`config.mk`:
```
export PLATFORM = sky130hd
export DESIGN_NAME = mux2_1_reg
export DESIGN_NICKNAME = d
export VERILOG_FILES = /design/src/rtl/mux2_1_pkg.sv /design/src/rtl/mux2_1_comb.sv /design/src/rtl/mux2_1_reg.sv
export SDC_FILE = /design/constraint.sdc
export NUM_CORES = 1
export LEC_CHECK = 0
export ABC_CLOCK_PERIOD_IN_PS = 1200
export BUFFER_PORTS_ARGS = -buffer_cell sky130_fd_sc_hd__buf_2
export CAP_MARGIN = 10
export CORE_AREA = 2 2 39 41
export CTS_CLUSTER_SIZE = 16
export DETAILED_ROUTE_END_ITERATION = 16
export DIE_AREA = 0 0 41 43
export PLACE_DENSITY = 0.67
export SYNTH_ARGS = -nofsm -noshare
export SYNTH_HDL_FRONTEND = slang
export SYNTH_HIERARCHICAL = 1
export SYNTH_SLANG_ARGS = --single-unit
export TNS_END_PERCENT = 100
```
`constraint.sdc`:
```
create_clock -name clk -period 1.2 [get_ports clk]
set_input_delay 0.18 -clock clk [delete_from_list [all_inputs] [get_ports clk]]
set_output_delay 0.18 -clock clk [all_outputs]
set_load 0.005 [all_outputs]
```
`src/rtl/mux2_1_pkg.sv`:
```
// rtl/mux2_1_pkg.sv - shared constants and saturating-increment helper for the mux2_1_reg slice
package mux2_1_pkg;

  localparam logic SEL_A = 1'b0;
  localparam logic SEL_B = 1'b1;

  localparam int DEFAULT_WIDTH = 1;
  localparam int DEFAULT_CNT_W = 8;

  // Counters up to 32 bits are zero-extended into this helper; max is the all-ones value of the real width.
  function automatic logic [31:0] sat_inc(input logic [31:0] value, input logic [31:0] max);
    logic [31:0] result;
    if (value >= max) begin
      result = max;
    end else begin
      result = value + 32'd1;
    end
    return result;
  endfunction

endpackage

```
`src/rtl/mux2_1_comb.sv`:
```
// rtl/mux2_1_comb.sv - pure combinational WIDTH-bit 2-to-1 selector
module mux2_1_comb
  import mux2_1_pkg::*;
#(
  parameter int WIDTH = DEFAULT_WIDTH
) (
  input  logic [WIDTH-1:0] a_i,
  input  logic [WIDTH-1:0] b_i,
  input  logic             s_i,
  output logic [WIDTH-1:0] y_o
);

  // Only a definite 1 picks b; any unknown select falls through to a.
  always_comb begin
    y_o = a_i;
    if (s_i == SEL_B) begin
      y_o = b_i;
    end
  end

endmodule

```
`src/rtl/mux2_1_reg.sv`:
```
// rtl/mux2_1_reg.sv - registered 2-to-1 mux with load enable, valid flag and saturating select-b counter
// Optional combinational bypass output out_comb is added when MUX2_1_REG_BYPASS_EN is defined.
module mux2_1_reg
  import mux2_1_pkg::*;
#(
  parameter int WIDTH = DEFAULT_WIDTH,
  parameter int CNT_W = DEFAULT_CNT_W
) (
  input  logic             clk,
  input  logic             rst_n,
  output logic [WIDTH-1:0] out,
  input  logic [WIDTH-1:0] a,
  input  logic [WIDTH-1:0] b,
  input  logic             s,
  input  logic             en,
  output logic             out_valid,
  output logic [CNT_W-1:0] sel_b_cnt
`ifdef MUX2_1_REG_BYPASS_EN
  ,
  output logic [WIDTH-1:0] out_comb
`endif
);

  localparam logic [31:0] CNT_MAX = 32'hFFFF_FFFF >> (32 - CNT_W);

  logic [WIDTH-1:0] mux_y;
  logic [WIDTH-1:0] out_q, out_d;
  logic             out_valid_q, out_valid_d;
  logic [CNT_W-1:0] sel_b_cnt_q, sel_b_cnt_d;

  mux2_1_comb #(
    .WIDTH(WIDTH)
  ) u_sel (
    .a_i(a),
    .b_i(b),
    .s_i(s),
    .y_o(mux_y)
  );

  always_comb begin
    out_d       = out_q;
    out_valid_d = 1'b0;
    sel_b_cnt_d = sel_b_cnt_q;
    if (en) begin
      out_d       = mux_y;
      out_valid_d = 1'b1;
      if (s == SEL_B) begin
        sel_b_cnt_d = CNT_W'(sat_inc(32'(sel_b_cnt_q), CNT_MAX));
      end
    end
  end

  always_ff @(posedge clk) begin
    if (!rst_n) begin
      out_q       <= '0;
      out_valid_q <= 1'b0;
      sel_b_cnt_q <= '0;
    end else begin
      out_q       <= out_d;
      out_valid_q <= out_valid_d;
      sel_b_cnt_q <= sel_b_cnt_d;
    end
  end

  assign out       = out_q;
  assign out_valid = out_valid_q;
  assign sel_b_cnt = sel_b_cnt_q;

`ifdef MUX2_1_REG_BYPASS_EN
  assign out_comb = mux_y;
`endif

endmodule

```
==> results of run 1 <==
-- Yosys cell counts (all sizes together) --
cell type	instances	area, µm²
inv	1	3.750
and2	3	18.77
ha	1	12.51
o31ai	1	7.510
dfxtp	10	200.2
o21ai	2	10.01
nand4	1	6.260
and4	1	8.760
nand4b	1	8.760
a211oi	1	7.510
nand2	4	17.52
mux2i	2	20.02
o211a	1	10.01
a31oi	3	18.77
or4	2	15.01
nor4	1	6.260
and3	2	13.77
and4b	2	20.02
a21oi	4	20.02
nor2	1	3.750
or3	1	7.510
nor3	2	10.01
mux2	1	15.01
nand3	2	10.01
-- power groups by stage --
stage,clock network [mW],registers [mW],logic (mW)
4_1_cts,0.253,0.346,0.0555
3_3_place_gp,0,0.353,0.0538
2_1_floorplan,0,0.355,0.0234
6_report,0.247,0.346,0.0549
5_1_grt,0.281,0.347,0.0604
3_5_place_dp,0,0.354,0.0546
-- logic make-up after synthesis --
kind of cell / Yosys count / synth area share
AOI/OAI and AO/OA: 12 / 0.1565
adders and majority gates: 1 / 0.02652
buffers and inverters: 1 / 0.007950
DFF: 10 / 0.4244
muxes: 3 / 0.07426
and+or+nand+nor: 23 / 0.3104
-- what timing repair did --
| item | CTS | global route |
|---|---|---|
| endpoints found under the setup margin | 4 | 7 |
| pin swaps | 0 | 0 |
| hold buffers | 0 | 0 |
-- final cells by class --
cell class | count | area, µm² | area share
multi-input cells | 39 | 280.3 | 0.4133
flip-flops and latches | 10 | 205.2 | 0.3026
repair buffers | 24 | 142.6 | 0.2103
clock buffers | 4 | 26.28 | 0.03875
well taps | 16 | 20.02 | 0.02952
inverters | 1 | 3.754 | 0.005535
-- state kept, by name, indices dropped and copies added, names as in the netlist --
register and flops:
out 1, sel_b_cnt 8, out_valid 1
-- cells in the final DEF, fill, tap and decap left out --
cell / synthesis / final
nor3_1: 2 / 2
nor4_1: 1 / 1
or4_1: 2 / 2
nand4_1: 1 / 1
dfxtp_1: 10 / 8
nand4b_1: 1 / 1
a31oi_1: 3 / 3
a21oi_1: 4 / 4
nand2_1: 3 / 3
o211a_1: 1 / 1
and3_2: 1 / 1
clkbuf_1: 0 / 1
dfxtp_2: 0 / 1
or3_2: 1 / 1
mux2_4: 1 / 1
and2_1: 3 / 3
buf_2: 0 / 15
nand2_2: 1 / 1
nand3_1: 2 / 2
ha_4: 0 / 1
clkbuf_4: 0 / 3
o21ai_0: 2 / 2
and3_1: 1 / 1
inv_1: 1 / 1
dfxtp_4: 0 / 1
mux2i_1: 2 / 2
and4b_1: 2 / 2
and4_1: 1 / 1
a211oi_1: 1 / 1
nor2_1: 1 / 1
buf_4: 0 / 9
o31ai_1: 1 / 1
-- metal layers --
metal / wire length [µm] / part of all wire
met1: 522 / 0.46
met2: 520 / 0.45
met3: 55 / 0.048
met4: 47 / 0.041
met5: 0 / 0
-- worst reg2reg max path: stages, from the launching register on --
cell	delay (ns)
dfxtp_4	0.36
ha_4	0.16
nand4b_1	0.15
or4_1	0.40
o211a_1	0.12
-- per-stage QoR --
step / setup TNS [ns] / worst slack [ns]
5_1_grt: -0.5203 / -0.1371
6_report: -0.2054 / -0.09758
2_1_floorplan: -0.05413 / -0.05413
3_5_place_dp: -0.1172 / -0.09500
4_1_cts: -0.1911 / -0.09901
3_3_place_gp: -0.08615 / -0.06562
-- worst min path at each step --
stage | cells after the start | startpoint | to
final | 2 | rst_n | out_valid
after global routing | 2 | rst_n | out_valid
after CTS | 2 | rst_n | out_valid
after detailed placement | 2 | rst_n | out_valid
after global placement | 2 | rst_n | out_valid
after floorplan | 1 | en | out_valid
==> impl_table.tex, run 1 <==
\begin{tabular}{lr}
\hline
Metric & Value \\
\hline
\multicolumn{2}{l}{\textbf{Synth}} \\
\quad Synthesis warning total & 6 \\
\quad Netlist area before placement & 471.7 µm² \\
\quad Synthesized net count & 57 \\
\quad Seq/Total Area, Yosys & 0.4244 \\
\quad Post-Syn Instances & 50 \\
\quad Unique masters post-synth & 26 \\
\quad Number of synthesized register bits & 10 \\
\quad Post-synthesis average cell area & 9.434 µm² \\
\multicolumn{2}{l}{\textbf{Power}} \\
\quad Share of power burned in registers & 0.534 \\
\quad Total power draw & 648.3 µW \\
\quad Internal power & 498.5 µW \\
\quad Combinational Power Share & 0.085 \\
\quad Clk network pwr share & 0.381 \\
\quad Power density normalized to cell area & 955.9 nW/µm² \\
\quad Leakage & 0.3127 nW \\
\quad Sw frac & 0.2310 \\
\quad Maximum vdd ir drop & 0.4309 mV \\
\quad Net switching power figure & 149.8 µW \\
\multicolumn{2}{l}{\textbf{Setup path}} \\
\quad Flop2flop setup slack & -0.1 ns \\
\quad Biggest fanout along the worst timing path & 5 \\
\quad Cell class contributing the biggest share of worst-path delay & simple AND/OR/NAND/NOR gates \\
\quad Worst Reg-to-Reg Cells & 4 \\
\quad Buf/Inv on CP & 0 \\
\quad Worst Setup Path Type & flip-flop to flip-flop \\
\quad Startpoint types & flip-flop \\
\quad Worst endpoint data arrival time & 1.46 ns \\
\quad Crit path to & sel\_b\_cnt[7] \\
\quad Crit Reg-Reg Endpoint & sel\_b\_cnt[7] \\
\quad Logic depth of the worst path, buffers included & 4 \\
\quad Setup crit start & sel\_b\_cnt[0] \\
\quad Type of element capturing the critical path & flip-flop \\
\quad Slowest cell on the critical path & or4\_1 \\
\quad Worst path max stage delay & 0.40 ns \\
\quad RR Startpoint & sel\_b\_cnt[0] \\
\quad Critical Path, Cell by Cell & ha\_4 -> nand4b\_1 -> or4\_1 -> o211a\_1 \\
\quad Worst EP required & 1.37 ns \\
\multicolumn{2}{l}{\textbf{Place}} \\
\quad GPL Wtd Cong & 0.7386 \\
\quad Cell area after placement & 651.9 µm² \\
\quad Half-perimeter wire length after placement & 875 µm \\
\quad Count of input and output buffers & 15 \\
\quad Number of placed instances, taps included & 90 \\
\multicolumn{2}{l}{\textbf{Status}} \\
\quad Violated checks & setup timing \\
\quad Result of the run & complete, but fails checks \\
\multicolumn{2}{l}{\textbf{Route}} \\
\quad Post-detailed-routing wire length & 1146 µm \\
\quad Post-DRT Antenna Nets & 0 \\
\quad Iteration count of the initial detailed-routing pass & 4 \\
\quad Detailed Route Iter0 Violations & 7 \\
\quad Total vias in the final route & 512 \\
\quad DRC violation count after routing & 0 \\
\quad Wirelength per Cell & 12.19 µm \\
\quad Average via count per standard cell & 5.447 \\
\multicolumn{2}{l}{\textbf{Clocking}} \\
\quad Number of gates resized after CTS & 0 \\
\quad Number of setup buffers added after CTS & 0 \\
\quad Clock-pin slew of the registers on the worst-case setup and hold paths & 0.07 ns \\
\quad CTS H-Tree Depth & 1 \\
\quad Latest clock arrival within the worst-skew pair & 0.27 ns \\
\quad Number of CTS-inserted buffers & 3 \\
\quad Clock root cell & clkbuf\_4 \\
\quad Worst-case clock buffer depth & 2 \\
\quad CTS sink count & 10 \\
\quad Clock tree from TritonCTS & yes \\
\multicolumn{2}{l}{\textbf{Die}} \\
\quad Count of pins on the block boundary & 16 \\
\quad Full die area & 1763 µm² \\
\quad DIE WIDTH & 41 µm \\
\quad Placeable core region & 1384 µm² \\
\quad Count of standard-cell rows & 14 \\
\quad Initial core utilization & 0.3409 \\
\quad DIE HEIGHT & 43 µm \\
\multicolumn{2}{l}{\textbf{Final layout}} \\
\quad Final core utilization & 0.4901 \\
\quad Proportion of layout cells with a drive suffix above 1 & 0.4359 \\
\quad Non-filler cells in the finished layout & 94 \\
\quad Total of fill cells in the finished design & 145 \\
\quad Net total in the final layout & 86 \\
\quad Area growth, synth to finish & 43.77\% \\
\quad Number of antenna repair diodes & 0 \\
\quad Total non-filler cell area in the finished layout & 678.2 µm² \\
\multicolumn{2}{l}{\textbf{Flow run}} \\
\quad Maximum capacitance violations & 0 \\
\multicolumn{2}{l}{\textbf{Timing}} \\
\quad Slew Viols, Final & 0 \\
\quad Skew final & 0.002600 ns \\
\quad Min Hold Slack & 0.1746 ns \\
\quad Least setup slack across all paths after layout & -0.09758 ns \\
\quad Final setup fails & 3 \\
\quad Upper clock frequency limit & 770.7 MHz \\
\quad Slew at the pin closest to its max-slew limit & 0.2436 ns \\
\quad Final-report hold violation count & 0 \\
\quad Rel. slew slack & 0.8362 \\
\quad Setup repair after global routing missed its margin & true \\
\quad Final period util & 1.081 \\
\quad Final critical delay including setup and external delays & 1.298 ns \\
\multicolumn{2}{l}{\textbf{Global routing}} \\
\quad GRT busiest layer & met2 \\
\quad Aggregate global-route resource usage & 0.1459 \\
\quad Met2 global-route usage & 0.2156 \\
\quad Via count of the first global-routing pass & 399 \\
\quad Global-route wire length before repair & 1669 µm \\
\quad Met3 Usage GRT & 0.03141 \\
\quad Largest net degree at the start of global routing & 8 \\
\quad Aggregate global routing overflow & 0 \\
\quad Antenna violations before repair & 0 \\
\quad Met1 track utilization from global routing & 0.1683 \\
\multicolumn{2}{l}{\textbf{Min path}} \\
\quad Min-delay worst type & primary input to flip-flop \\
\hline
\end{tabular}
Power figures use the tool's default switching activity.
==> inputs of run 2 (changes only) <==
--- a/config.mk
+++ b/config.mk
@@ -5,7 +5,7 @@
 export SDC_FILE = /design/constraint.sdc
 export NUM_CORES = 1
 export LEC_CHECK = 0
-export ABC_CLOCK_PERIOD_IN_PS = 1200
+export ABC_CLOCK_PERIOD_IN_PS = 1170
 export BUFFER_PORTS_ARGS = -buffer_cell sky130_fd_sc_hd__buf_2
 export CAP_MARGIN = 10
 export CORE_AREA = 2 2 39 41
==> constraint.sdc (replaced) <==
create_clock -name clk -period 1.17 [get_ports clk]
set_input_delay 0.1755 -clock clk [delete_from_list [all_inputs] [get_ports clk]]
set_output_delay 0.1755 -clock clk [all_outputs]
set_load 0.005 [all_outputs]
==> run 2 against run 1 <==
Net effect:
- the flow still finishes with violations (setup timing)
- sequential cell count unchanged
- sequential share of layout area is 2.7 points lower
- worst hold slack worse by 0.020 ns
- global-route usage grew 1.9 points
- register-to-register slack got worse by 0.02 ns
- critical path type unchanged
- critical endpoint unchanged
==> impl_table.tex, run 2 (same netlist as run 1, synthesis figures left out) <==
\begin{tabular}{lr}
\hline
Metric & Value \\
\hline
\multicolumn{2}{l}{\textbf{Route}} \\
\quad Average via count per standard cell & 5.224 (-4.1\%) \\
\quad DRC violation count after routing & 0 (unchanged) \\
\quad Post-DRT Antenna Nets & 0 (unchanged) \\
\quad Total vias in the final route & 512 (unchanged) \\
\quad Iteration count of the initial detailed-routing pass & 4 (unchanged) \\
\quad Detailed Route Iter0 Violations & 11 (+4) \\
\quad Post-detailed-routing wire length & 1161 µm (+1.3\%) \\
\quad Wirelength per Cell & 11.85 µm (-2.8\%) \\
\multicolumn{2}{l}{\textbf{Final layout}} \\
\quad Top library cells by usage in the layout, fill and taps aside & buf\_2, buf\_4, dfxtp\_1 \\
\quad Proportion of layout cells with a drive suffix above 1 & 0.5976 (+0.1617) \\
\quad Most common cell after layout, fill and taps aside & buf\_2 \\
\quad Number of antenna repair diodes & 0 (unchanged) \\
\quad Non-filler cells in the finished layout & 98 (+4.3\%) \\
\quad Net total in the final layout & 90 (+4.7\%) \\
\quad Area growth, synth to finish & 60.48\% \\
\quad Largest register FFs & 8 (unchanged) \\
\quad Total of fill cells in the finished design & 128 (-12\%) \\
\multicolumn{2}{l}{\textbf{Die}} \\
\quad Count of standard-cell rows & 14 (unchanged) \\
\quad Count of pins on the block boundary & 16 (unchanged) \\
\quad Placeable core region & 1384 µm² (unchanged) \\
\quad DIE WIDTH & 41 µm (unchanged) \\
\quad DIE HEIGHT & 43 µm (unchanged) \\
\quad Full die area & 1763 µm² (unchanged) \\
\quad Initial core utilization & 0.3409 (unchanged) \\
\multicolumn{2}{l}{\textbf{Clocking}} \\
\quad CTS sink count & 10 (unchanged) \\
\quad Latest clock arrival within the worst-skew pair & 0.27 ns (about the same) \\
\quad CTS H-Tree Depth & 1 (unchanged) \\
\quad Clock root cell & clkbuf\_4 \\
\quad Worst-case clock buffer depth & 2 (unchanged) \\
\quad \# hold bufs at CTS & 0 (unchanged) \\
\quad Number of CTS-inserted buffers & 3 (unchanged) \\
\quad Clock tree from TritonCTS & yes \\
\quad Clock-pin slew of the registers on the worst-case setup and hold paths & 0.07 ns (about the same) \\
\multicolumn{2}{l}{\textbf{Global routing}} \\
\quad GRT busiest layer & met1 \\
\quad Met2 global-route usage & 0.2156 (unchanged) \\
\quad Met3 Usage GRT & 0.01571 (-0.01571) \\
\quad Aggregate global-route resource usage & 0.1653 (+0.01945) \\
\quad Met1 track utilization from global routing & 0.2313 (+0.06299) \\
\quad Global-route wire length before repair & 1959 µm (+17\%) \\
\quad Largest net degree at the start of global routing & 8 (unchanged) \\
\quad Via count of the first global-routing pass & 480 (+20\%) \\
\quad Aggregate global routing overflow & 0 (unchanged) \\
\quad Antenna violations before repair & 0 (unchanged) \\
\multicolumn{2}{l}{\textbf{Setup path}} \\
\quad Type of element capturing the critical path & flip-flop \\
\quad Worst path max stage delay & 0.40 ns (about the same) \\
\quad Worst Setup Path Type & flip-flop to flip-flop \\
\quad Slowest cell on the critical path & or4\_1 \\
\quad Startpoint types & flip-flop \\
\quad Worst EP required & 1.34 ns (-0.03 ns) \\
\quad Biggest fanout along the worst timing path & 3 (-2) \\
\quad Critical Path, Cell by Cell & ha\_4 -> nand4b\_1 -> or4\_1 -> o211a\_1 \\
\quad Flop2flop setup slack & -0.12 ns (-0.02 ns) \\
\quad Worst endpoint data arrival time & 1.46 ns (about the same) \\
\multicolumn{2}{l}{\textbf{Timing}} \\
\quad Setup repair after global routing missed its margin & true \\
\quad Upper clock frequency limit & 775.7 MHz (+0.65\%) \\
\quad Final setup fails & 5 (+2) \\
\quad Skew final & 0.001259 ns (-0.001341 ns) \\
\quad Slew at the pin closest to its max-slew limit & 0.3028 ns (+0.05921 ns) \\
\quad Rel. slew slack & 0.7979 (-0.03831) \\
\quad Final period util & 1.102 (+0.02060) \\
\quad Slew Viols, Final & 0 (unchanged) \\
\quad Final-report hold violation count & 0 (unchanged) \\
\quad Final critical delay including setup and external delays & 1.289 ns (-0.008336 ns) \\
\quad Least setup slack across all paths after layout & -0.1192 ns (-0.02166 ns) \\
\multicolumn{2}{l}{\textbf{Power}} \\
\quad Total power draw & 746.3 µW (+15\%) \\
\quad Leakage & 0.3410 nW (+9.1\%) \\
\quad Maximum vdd ir drop & 0.5464 mV (+27\%) \\
\quad Power density normalized to cell area & 985.9 nW/µm² (+3.1\%) \\
\multicolumn{2}{l}{\textbf{Place}} \\
\quad GPL Wtd Cong & 0.7602 (+2.9\%) \\
\quad Count of input and output buffers & 15 (unchanged) \\
\quad Number of placed instances, taps included & 92 (+2.2\%) \\
\quad Half-perimeter wire length after placement & 862.1 µm (-1.5\%) \\
\multicolumn{2}{l}{\textbf{Status}} \\
\quad Violated checks & setup timing \\
\quad Result of the run & complete, but fails checks \\
\multicolumn{2}{l}{\textbf{Min path}} \\
\quad Min-delay worst type & primary input to flip-flop \\
\multicolumn{2}{l}{\textbf{Flow run}} \\
\quad Maximum capacitance violations & 0 (unchanged) \\
\hline
\end{tabular}
run 2: changes by cell type in the layout (fill, tap and decap cells not counted), moves of 2 or more:
cell	previous run	this run
nor3_1	2	0
nor3_2	0	2
dfxtp_2	1	4
dfxtp_1	8	5
buf_4	9	13
run 2: repair_timing:
action,4_1_cts,5_1_grt
setup endpoints to repair,6,6
resized for setup,3,7
setup buffers,1,1
pin swaps,0,4
endpoints found under the hold margin,0,0
run 2: where the power goes:
group	internal [mW]	switching (mW)	total, mW
clock network	0.189	0.136	0.326
registers	0.348	0.00604	0.354
logic	0.0367	0.0300	0.0668
total	0.574	0.172	0.746
run 2: path summary, 6_finish.rpt:
check	cells after the start	to	from
hold / removal	2	out_valid	rst_n
setup / recovery	4	sel_b_cnt[7]	sel_b_cnt[0]
setup reg to reg	4	sel_b_cnt[7]	sel_b_cnt[0]
hold reg to reg	2	out	out
run 2: layer usage:
| metal | routed length, µm | part of all wire |
|---|---|---|
| met1 | 566 | 0.49 |
| met2 | 506 | 0.44 |
| met3 | 39 | 0.034 |
| met4 | 49 | 0.042 |
| met5 | 0 | 0 |
run 2: worst max-delay path, delay by kind of cell (launching register included):
family,cells,cell delay (ns)
compound gates,1,0.12
simple gates,2,0.55
fa+ha+maj,1,0.16
flops,1,0.36
run 2: final cells by class:
cell class | instances | area, µm² | area share
multi-input combinational | 39 | 315.3 | 0.4165
inverter | 1 | 3.754 | 0.004959
clock buffer | 4 | 36.28 | 0.04793
timing repair buffer | 28 | 172.7 | 0.2281
tap | 16 | 20.02 | 0.02645
sequential | 10 | 209.0 | 0.2760
run 2: metrics by stage:
step	setup TNS (ns)	cell area, µm²	hold WS, ns	utilization	setup slack (ns)
2_1_floorplan	-0.08412	491.7	0.2972	-	-0.08412
4_1_cts	-0.1571	720.7	0.1564	0.5208	-0.1250
6_report	-0.3183	757.0	0.1546	0.5470	-0.1192
3_5_place_dp	-0.1592	669.4	0.4417	0.4837	-0.1147
5_1_grt	-0.7393	757.0	0.1796	0.5470	-0.1693
3_3_place_gp	-0.1357	669.4	0.4398	0.4837	-0.09428
